[config.mk]
export PLATFORM = sky130hd
export DESIGN_NAME = pcs_rx_block_lock
export DESIGN_NICKNAME = d
export VERILOG_FILES = /design/src/rtl/pcs_rx_block_lock.sv
export SDC_FILE = /design/constraint.sdc
export NUM_CORES = 1
export LEC_CHECK = 0
export CORE_MARGIN = 2
export CORE_UTILIZATION = 44
export CTS_CLUSTER_DIAMETER = 80
export DETAILED_ROUTE_END_ITERATION = 10
export PLACE_DENSITY = 0.79
export SKIP_CTS_REPAIR_TIMING = 1
export SLEW_MARGIN = 20
export SYNTH_ARGS = -nofsm -noshare
export SYNTH_HDL_FRONTEND = slang
export SYNTH_SLANG_ARGS = --single-unit
[constraint.sdc]
create_clock -name gty_rx_usr_clk -period 2.8 [get_ports gty_rx_usr_clk]
set_input_delay 0.84 -clock gty_rx_usr_clk [delete_from_list [all_inputs] [get_ports gty_rx_usr_clk]]
set_output_delay 0.84 -clock gty_rx_usr_clk [all_outputs]
set_load 0.02 [all_outputs]
[src/rtl/pcs_rx_block_lock.sv]
// 64b/66b RX block-lock stage: hunts for sync-header alignment, pulses the gearbox slip,
// and forwards the gearbox word/header downstream through one register stage.
module pcs_rx_block_lock #(
    parameter int unsigned DATA_WIDTH       = 32,
    parameter int unsigned SH_CNT_MAX       = 64,
    parameter int unsigned SH_INVLD_MAX     = 16,
    parameter int unsigned SLIP_WAIT_CYCLES = 32
) (
    input  logic                  gty_rx_usr_clk,
    input  logic                  gty_rx_usr_reset,
    input  logic [DATA_WIDTH-1:0] i_rx_data,
    input  logic                  i_rx_data_valid,
    input  logic [1:0]            i_rx_header,
    input  logic                  i_rx_header_valid,
    output logic [DATA_WIDTH-1:0] o_rx_data,
    output logic                  o_rx_data_valid,
    output logic [1:0]            o_rx_header,
    output logic                  o_rx_header_valid,
    output logic                  o_rx_gearbox_slip,
    output logic                  o_block_lock
);

    localparam int unsigned ShCntW = $clog2(SH_CNT_MAX + 1);
    localparam int unsigned InvldW = $clog2(SH_INVLD_MAX + 1);
    localparam int unsigned WaitW  = $clog2(SLIP_WAIT_CYCLES + 1);

    localparam logic [ShCntW-1:0] ShCntMax = ShCntW'(SH_CNT_MAX);
    localparam logic [InvldW-1:0] InvldMax = InvldW'(SH_INVLD_MAX);
    localparam logic [WaitW-1:0]  WaitLast = WaitW'(SLIP_WAIT_CYCLES - 1);

    typedef enum logic [1:0] {
        StResetCnt,
        StTestSh,
        StSlipWait
    } state_e;

    state_e                state_q, state_d;
    logic [ShCntW-1:0]     sh_cnt_q, sh_cnt_d;
    logic [InvldW-1:0]     sh_invld_cnt_q, sh_invld_cnt_d;
    logic [WaitW-1:0]      wait_cnt_q, wait_cnt_d;
    logic                  block_lock_q, block_lock_d;
    logic                  slip_q, slip_d;
    logic [DATA_WIDTH-1:0] data_q, data_d;
    logic                  data_valid_q, data_valid_d;
    logic [1:0]            header_q, header_d;
    logic                  header_valid_q, header_valid_d;

    logic                  hdr_qual;
    logic                  hdr_bad;
    logic [ShCntW-1:0]     sh_cnt_inc;
    logic [InvldW-1:0]     sh_invld_inc;

    // 01/10 are legal sync headers; 00/11 are invalid.
    assign hdr_qual     = i_rx_header_valid && i_rx_data_valid;
    assign hdr_bad      = ~(i_rx_header[1] ^ i_rx_header[0]);
    assign sh_cnt_inc   = sh_cnt_q + ShCntW'(1);
    assign sh_invld_inc = sh_invld_cnt_q + {{(InvldW-1){1'b0}}, hdr_bad};

    always_comb begin
        state_d        = state_q;
        sh_cnt_d       = sh_cnt_q;
        sh_invld_cnt_d = sh_invld_cnt_q;
        wait_cnt_d     = wait_cnt_q;
        block_lock_d   = block_lock_q;
        slip_d         = 1'b0;
        data_d         = i_rx_data;
        data_valid_d   = i_rx_data_valid;
        header_d       = i_rx_header;
        header_valid_d = i_rx_header_valid;

        unique case (state_q)
            StResetCnt: begin
                sh_cnt_d       = '0;
                sh_invld_cnt_d = '0;
                state_d        = StTestSh;
            end
            StTestSh: begin
                if (hdr_qual) begin
                    sh_cnt_d       = sh_cnt_inc;
                    sh_invld_cnt_d = sh_invld_inc;
                    // Slip takes precedence over window completion.
                    if (hdr_bad && (!block_lock_q || sh_invld_inc == InvldMax)) begin
                        block_lock_d = 1'b0;
                        slip_d       = 1'b1;
                        wait_cnt_d   = '0;
                        state_d      = StSlipWait;
                    end else if (sh_cnt_inc == ShCntMax) begin
                        state_d = StResetCnt;
                        if (sh_invld_inc == '0) begin
                            block_lock_d = 1'b1;
                        end
                    end
                end
            end
            StSlipWait: begin
                wait_cnt_d = wait_cnt_q + WaitW'(1);
                if (wait_cnt_q == WaitLast) begin
                    state_d = StResetCnt;
                end
            end
            default: state_d = StResetCnt;
        endcase
    end

    always_ff @(posedge gty_rx_usr_clk) begin
        if (gty_rx_usr_reset) begin
            state_q        <= StResetCnt;
            sh_cnt_q       <= '0;
            sh_invld_cnt_q <= '0;
            wait_cnt_q     <= '0;
            block_lock_q   <= 1'b0;
            slip_q         <= 1'b0;
            data_q         <= '0;
            data_valid_q   <= 1'b0;
            header_q       <= '0;
            header_valid_q <= 1'b0;
        end else begin
            state_q        <= state_d;
            sh_cnt_q       <= sh_cnt_d;
            sh_invld_cnt_q <= sh_invld_cnt_d;
            wait_cnt_q     <= wait_cnt_d;
            block_lock_q   <= block_lock_d;
            slip_q         <= slip_d;
            data_q         <= data_d;
            data_valid_q   <= data_valid_d;
            header_q       <= header_d;
            header_valid_q <= header_valid_d;
        end
    end

    assign o_rx_data         = data_q;
    assign o_rx_data_valid   = data_valid_q;
    assign o_rx_header       = header_q;
    assign o_rx_header_valid = header_valid_q;
    assign o_rx_gearbox_slip = slip_q;
    assign o_block_lock      = block_lock_q;

endmodule

# --- Yosys cells after proc, flatten, opt, wreduce, memory -nomap -nowiden ---
# Index checks and enable logic that the tools add are counted.
totals:
  reg_bits: 58
  output_inout_bits: 38
  input_bits: 38
  wordCells: 57
classes:
  n_mux: 16
  n_bitwise: 4
  n_reduce_logical: 15
  add_sub_neg: 3
  n_eq_ne: 9
op_table:
  columns: ["operator", "n"]
  rows:
  - ["one-hot mux 7 bit (2 select lines)", 1]
  - ["two-way mux 6 bit", 2]
  - ["one-hot mux 6 bit (2 select lines)", 1]
  - ["one-hot mux 5 bit (2 select lines)", 1]
  - ["two-way mux 2 bit", 4]
  - ["nonzero test 2 bit", 4]
  - ["adder 7 x 1 -> 7 bit, second input constant", 1]
  - ["== test 7 bit, second input constant", 1]
  - ["two-way mux 7 bit", 1]
  - ["adder 6 x 1 -> 6 bit, second input constant", 1]
  - ["== test 6 x 5 -> 1 bit, second input constant", 1]
  - ["inequality test 2 bit, second input constant", 3]
  - ["one-hot mux 2 bit (3 select lines)", 1]
  - ["AND reduction 3 bit", 2]
  - ["adder 5 x 1 -> 5 bit", 1]
  - ["== test 5 bit, second input constant", 1]
  - ["zero test 5 bit", 1]
  - ["two-way mux 5 bit", 1]
  - ["two-way mux 1 bit", 4]
  - ["AND reduction 4 bit", 1]
  - ["inequality test 3 bit, second input constant", 1]
  - ["inverter 1 bit", 3]
  - ["OR reduction 3 bit", 1]
  - ["== test 2 x 1 -> 1 bit, second input constant", 1]
  - ["7 further kinds", 8]

# --- Longest topological paths before layout ---
depth:
  depth_word: 9
  ltp_mapped: 8
  depth_no_buf: 8

# --- Worst setup path before layout ---
# OpenSTA, ideal clock, no wires.
synth_timing:
  path_kind: "input to register"
  startpoint: "in i_rx_header[0]"
  endpoint: "reg wait_cnt_q[3]"
  stages: 8
  n_path_buf: 0
  slack_ps: 390
  t_required_ps: 2663
  arrival_ps: 2273
  setup_ps: 137
  cell_sequence: "xnor2_1 -> ha_1 -> ha_1 -> nand3_1 -> xor2_1 -> o21a_1 -> o21ai_1 -> a311oi_1"
synth_via:
  elab_chain_cells: 8
synth_lines:
  columns: ["item", "line", "source"]
  rows:
  - ["from (decl)", "13", "input logic [1:0] i_rx_header,"]
  - ["XOR 1 bit *", "55", "assign hdr_bad = ~(i_rx_header[1] ^ i_rx_header[0]);"]
  - ["inverter 1 bit *", "55", null]
  - ["adder 5 x 1 -> 5 bit", "57", "assign sh_invld_inc = sh_invld_cnt_q + {{(InvldW-1){1'b0}}, hdr_bad};"]
  - ["== test 5 bit", "82", "if (hdr_bad && (!block_lock_q || sh_invld_inc == InvldMax)) begin"]
  - ["logical OR 1 bit", "82", null]
  - ["logical AND 1 bit *", "82", null]
  - ["inequality test 2 bit (no source line) *", null, null]
  - ["AND reduction 3 bit (no source line) *", null, null]
  - ["to (signal assigned)", "121", "wait_cnt_q <= wait_cnt_d;"]
  - ["to (decl)", "40", "logic [WaitW-1:0] wait_cnt_q, wait_cnt_d;"]
# Mark *: on every way between the ends. The rest lies on a longest branch, timed or not.
# A chain may end at the register's enable or synchronous reset.

# --- Final worst setup path ---
layout_timing:
  startpoint: "in i_rx_header[1]"
  endpoint: "reg wait_cnt_q[4]"
# Same word-level chain as after synthesis.

==> results by group <==
STA
  – Peak Freq: 370 MHz
  – Unrepaired setup endpoints after global routing: no
  – Final WS setup: just under 0.1 ns
  – Slew Viols, Final: 0
  – Setup TNS: 0 ns
  – Fin crit period: 2.70 ns
  – Fin Clk Skew: around 0.0056 ns
  – Slew margin rel.: 0.605
  – Final setup violation count: 0
  – Worst slew pin tran: 0.593 ns
  – Fin crit share: 0.965
  – Final hold vios: 0

Critical path
  – Critical Path Sink Type: flip-flop
  – Critical path type: in -> reg
  – Worst stage delay on the critical path: approximately 0.45 ns
  – Critical Path RT: around 3 ns
  – R2r setup slk: roughly 0.94 ns
  – Crit path from: i_rx_header[1]
  – Worst path slowest cell: clkdlybuf4s50_1
  – Worst setup SP type: input pin
  – CP Cell Sequence: clkdlybuf4s50_1, xnor2_2, ha_2, buf_4, and4_1, o211ai_1, o21a_1, o21ai_1, buf_4, a311oi_1
  – Worst Path Arrival: 2.93 ns
  – Critical path's most frequent cell: buf_4
  – Crit Reg-Reg Startpoint: sh_invld_cnt_q[0]$_SDFFE_PP0P_
  – CP max FO: 5

Logic synthesis
  – Synth Warn #: 0
  – Adder-Cell Fraction of Synth Area: 0.0241
  – Synthesized net count: 254
  – Syn Inst Count: 212
  – Yosys reg bits: 58
  – Area fraction in compound gates after synthesis: 0.120
  – Synth Area in XOR/XNOR: 0.0126
  – Avg Cell Area, Syn: 9.81 µm²
  – Synth Area in Simple Gates: 0.255
  – Combinational family with the most area after synthesis: simple AND/OR/NAND/NOR gates
  – Mapped cell area: 2080 µm²
  – Register area share after synthesis: 0.558
  – Netlist cell types: 39
  – Post-synthesis mux area share: 0.00481

Route
  – 1st-pass router iterations: 4
  – DRC viols: 0
  – Final WL: 4910 µm
  – Wire length per cell: 13.8 µm
  – Routed vias/inst: 4.97
  – Final ANT Viol Nets: 0
  – Via Count: 1774
  – 1st-iter DRT viols: 67

Floorplanning
  – Die Span X: 72.8 µm
  – Initial core utilization: 0.449
  – Num rows: 25
  – I/O pin cnt: 76
  – Die height: 72.8 µm
  – Placeable core region: 4630 µm²
  – Die area: 5290 µm²

CTS
  – Clock Path Buffers: 2
  – CTS sink count: 58
  – CTS tree: yes
  – H-tree levels: 3
  – Root buffer cell: clkbuf_8
  – Num CTS Buffers: 9
  – Latest clock arrival within the worst-skew pair: 0.32 ns
  – Clk pin slew, worst setup/hold paths: roughly 0.060 ns

GRT
  – Met3 Use GR: 0.0359
  – Largest net degree at the start of global routing: 34
  – Vias in the first global route: 1666
  – M1 GR Usage: 0.234
  – Antenna violations before repair: 0
  – GRT Overall Usage: 0.189
  – First-pass GRT wire length: between 7000 and 8000 µm
  – Met2 Usage GRT: 0.307
  – Top Usage Layer GRT: met2
  – Grt ovf: 0

Power and ir drop
  – PwrDens: about 590 nW/µm²
  – Pleak: ~1.2 nW
  – VDD IR max: 0.254 mV

Min path
  – Worst min-delay path category: reg -> reg
  – Hold path startpoint: wait_cnt_q[5]$_SDFFE_PP0P_

Placed design
  – Setup slack after placement: -0.248 ns
  – Port-buffer cells: 75
  – Routability Congestion: 0.921
  – DP Wirelength: approximately 3500 µm
  – Placed inst area: 2910 µm²

Run
  – Max Cap Viol: 0

Finish
  – Final core occ: 0.680
  – ANT cells: 0
  – Area delta synth->final: 51.2%
  – Fraction of layout cells with a size suffix above 1: 0.102
  – Fin area: approximately 3100 µm²
  – Layout net count: 340

Status
  – Status: complete, no violations
stage by stage:
stage	instances	hold WS (ns)	total power, mW
after CTS	356	0.473	1.86
after global routing	357	0.500	1.91
after floorplan	212	0.440	0.976
after detailed placement	340	0.464	1.10
final	357	0.477	1.85
after global placement	340	0.458	1.10
critical path: cells and delay by family:
family                   cells  cell delay (ns)
AO/OA/AOI/OAI                4             0.76
buffers and inverters        3             0.75
adder cells (fa/ha/maj)      1             0.21
AND/OR/NAND/NOR              1             0.19
XOR/XNOR                     1             0.18
metal layers:
metal  share of wire  wire (µm)  up-vias
met2            0.49       2420       61
met5               0          0        -
met1            0.43       2130      804
met4           0.021        104        0
li1                -          -      899
met3           0.053        258       10
cells in the mapped netlist (all sizes together):
master,n,area share
clkbuf,8,0.015
a22oi,3,0.011
nand2b,3,0.0090
a21oi,11,0.026
nand4b,1,0.0042
ha,4,0.024
o21a,2,0.0072
nor2,24,0.043
o31a,1,0.0042
a211oi,3,0.011
nand2,7,0.013
mux2i,1,0.0048
nor3b,5,0.018
nand3,7,0.017
and3,2,0.0066
dfxtp,58,0.56
a311oi,4,0.017
nand4,1,0.0030
nor2b,37,0.11
a21o,1,0.0036
nand3b,2,0.0072
and4,1,0.0042
o21ai,11,0.026
a41oi,1,0.0042
or4b,1,0.0048
or3,1,0.0030
o211ai,1,0.0036
a31oi,2,0.0060
nor3,1,0.0048
dlymetal6s2s,1,0.0060
xnor2,2,0.0084
buf,1,0.0024
xor2,1,0.0042
inv,1,0.0018
or2,2,0.0060
registers in the layout, summed over array words and instances (netlist names):
| name | count |
|---|---|
| o_rx_header_valid | 1 |
| wait_cnt_q | 6 |
| sh_cnt_q | 7 |
| sh_invld_cnt_q | 5 |
| o_block_lock | 1 |
| o_rx_data | 32 |
| o_rx_gearbox_slip | 1 |
| o_rx_header | 2 |
| o_rx_data_valid | 1 |
| state_q | 2 |
final timing paths:
path | cells after the start | end
worst min register to register | 1 | wait_cnt_q[5]$_SDFFE_PP0P_
worst max-delay path | 10 | wait_cnt_q[4]$_SDFFE_PP0P_
worst max register to register | 8 | wait_cnt_q[4]$_SDFFE_PP0P_
worst min-delay path | 1 | wait_cnt_q[5]$_SDFFE_PP0P_
power by group:
part           switching (mW)  total (mW)  internal [mW]
logic                  0.0972       0.220          0.123
registers              0.0103       0.867          0.857
clock network           0.301       0.761          0.459
total                   0.409        1.85           1.44
cells in the final DEF, fill, tap and decap left out, drive strengths merged, types with 2 or more instances in the layout:
cell type      synthesis  layout
o21ai                 11      11
nand2                  7       7
buf                    1      11
nand2b                 3       3
o21a                   2       2
clkbuf                 8      14
a211oi                 3       3
clkdlybuf4s50          0      74
a22oi                  3       3
nor3b                  5       5
ha                     4       4
dfxtp                 58      58
and3                   2       2
a31oi                  2       2
nand3b                 2       2
nor2b                 37      37
a311oi                 4       4
or2                    2       2
xnor2                  2       2
a21oi                 11      11
nor2                  24      24
nand3                  7       7
cells by family (layout without fill, tap and decap cells):
kind of cell,Yosys count,in the layout
simple gates,95,95
flops,58,58
compound gates,40,40
buf+inv,11,102
fa+ha+maj,4,4
xor+xnor,3,3
mux,1,1
layout make-up:
| cell class | count | area (µm²) |
|---|---|---|
| Fill cell | 367 | 1480 |
| Sequential cell | 58 | 1160 |
| Multi-Input combinational cell | 143 | 896 |
| Timing Repair Buffer | 85 | 821 |
| Clock buffer | 14 | 163 |
| Tap cell | 54 | 67.6 |
| Clock inverter | 2 | 35.0 |
| Inverter | 1 | 3.75 |
(Power assumes the default switching activity.)
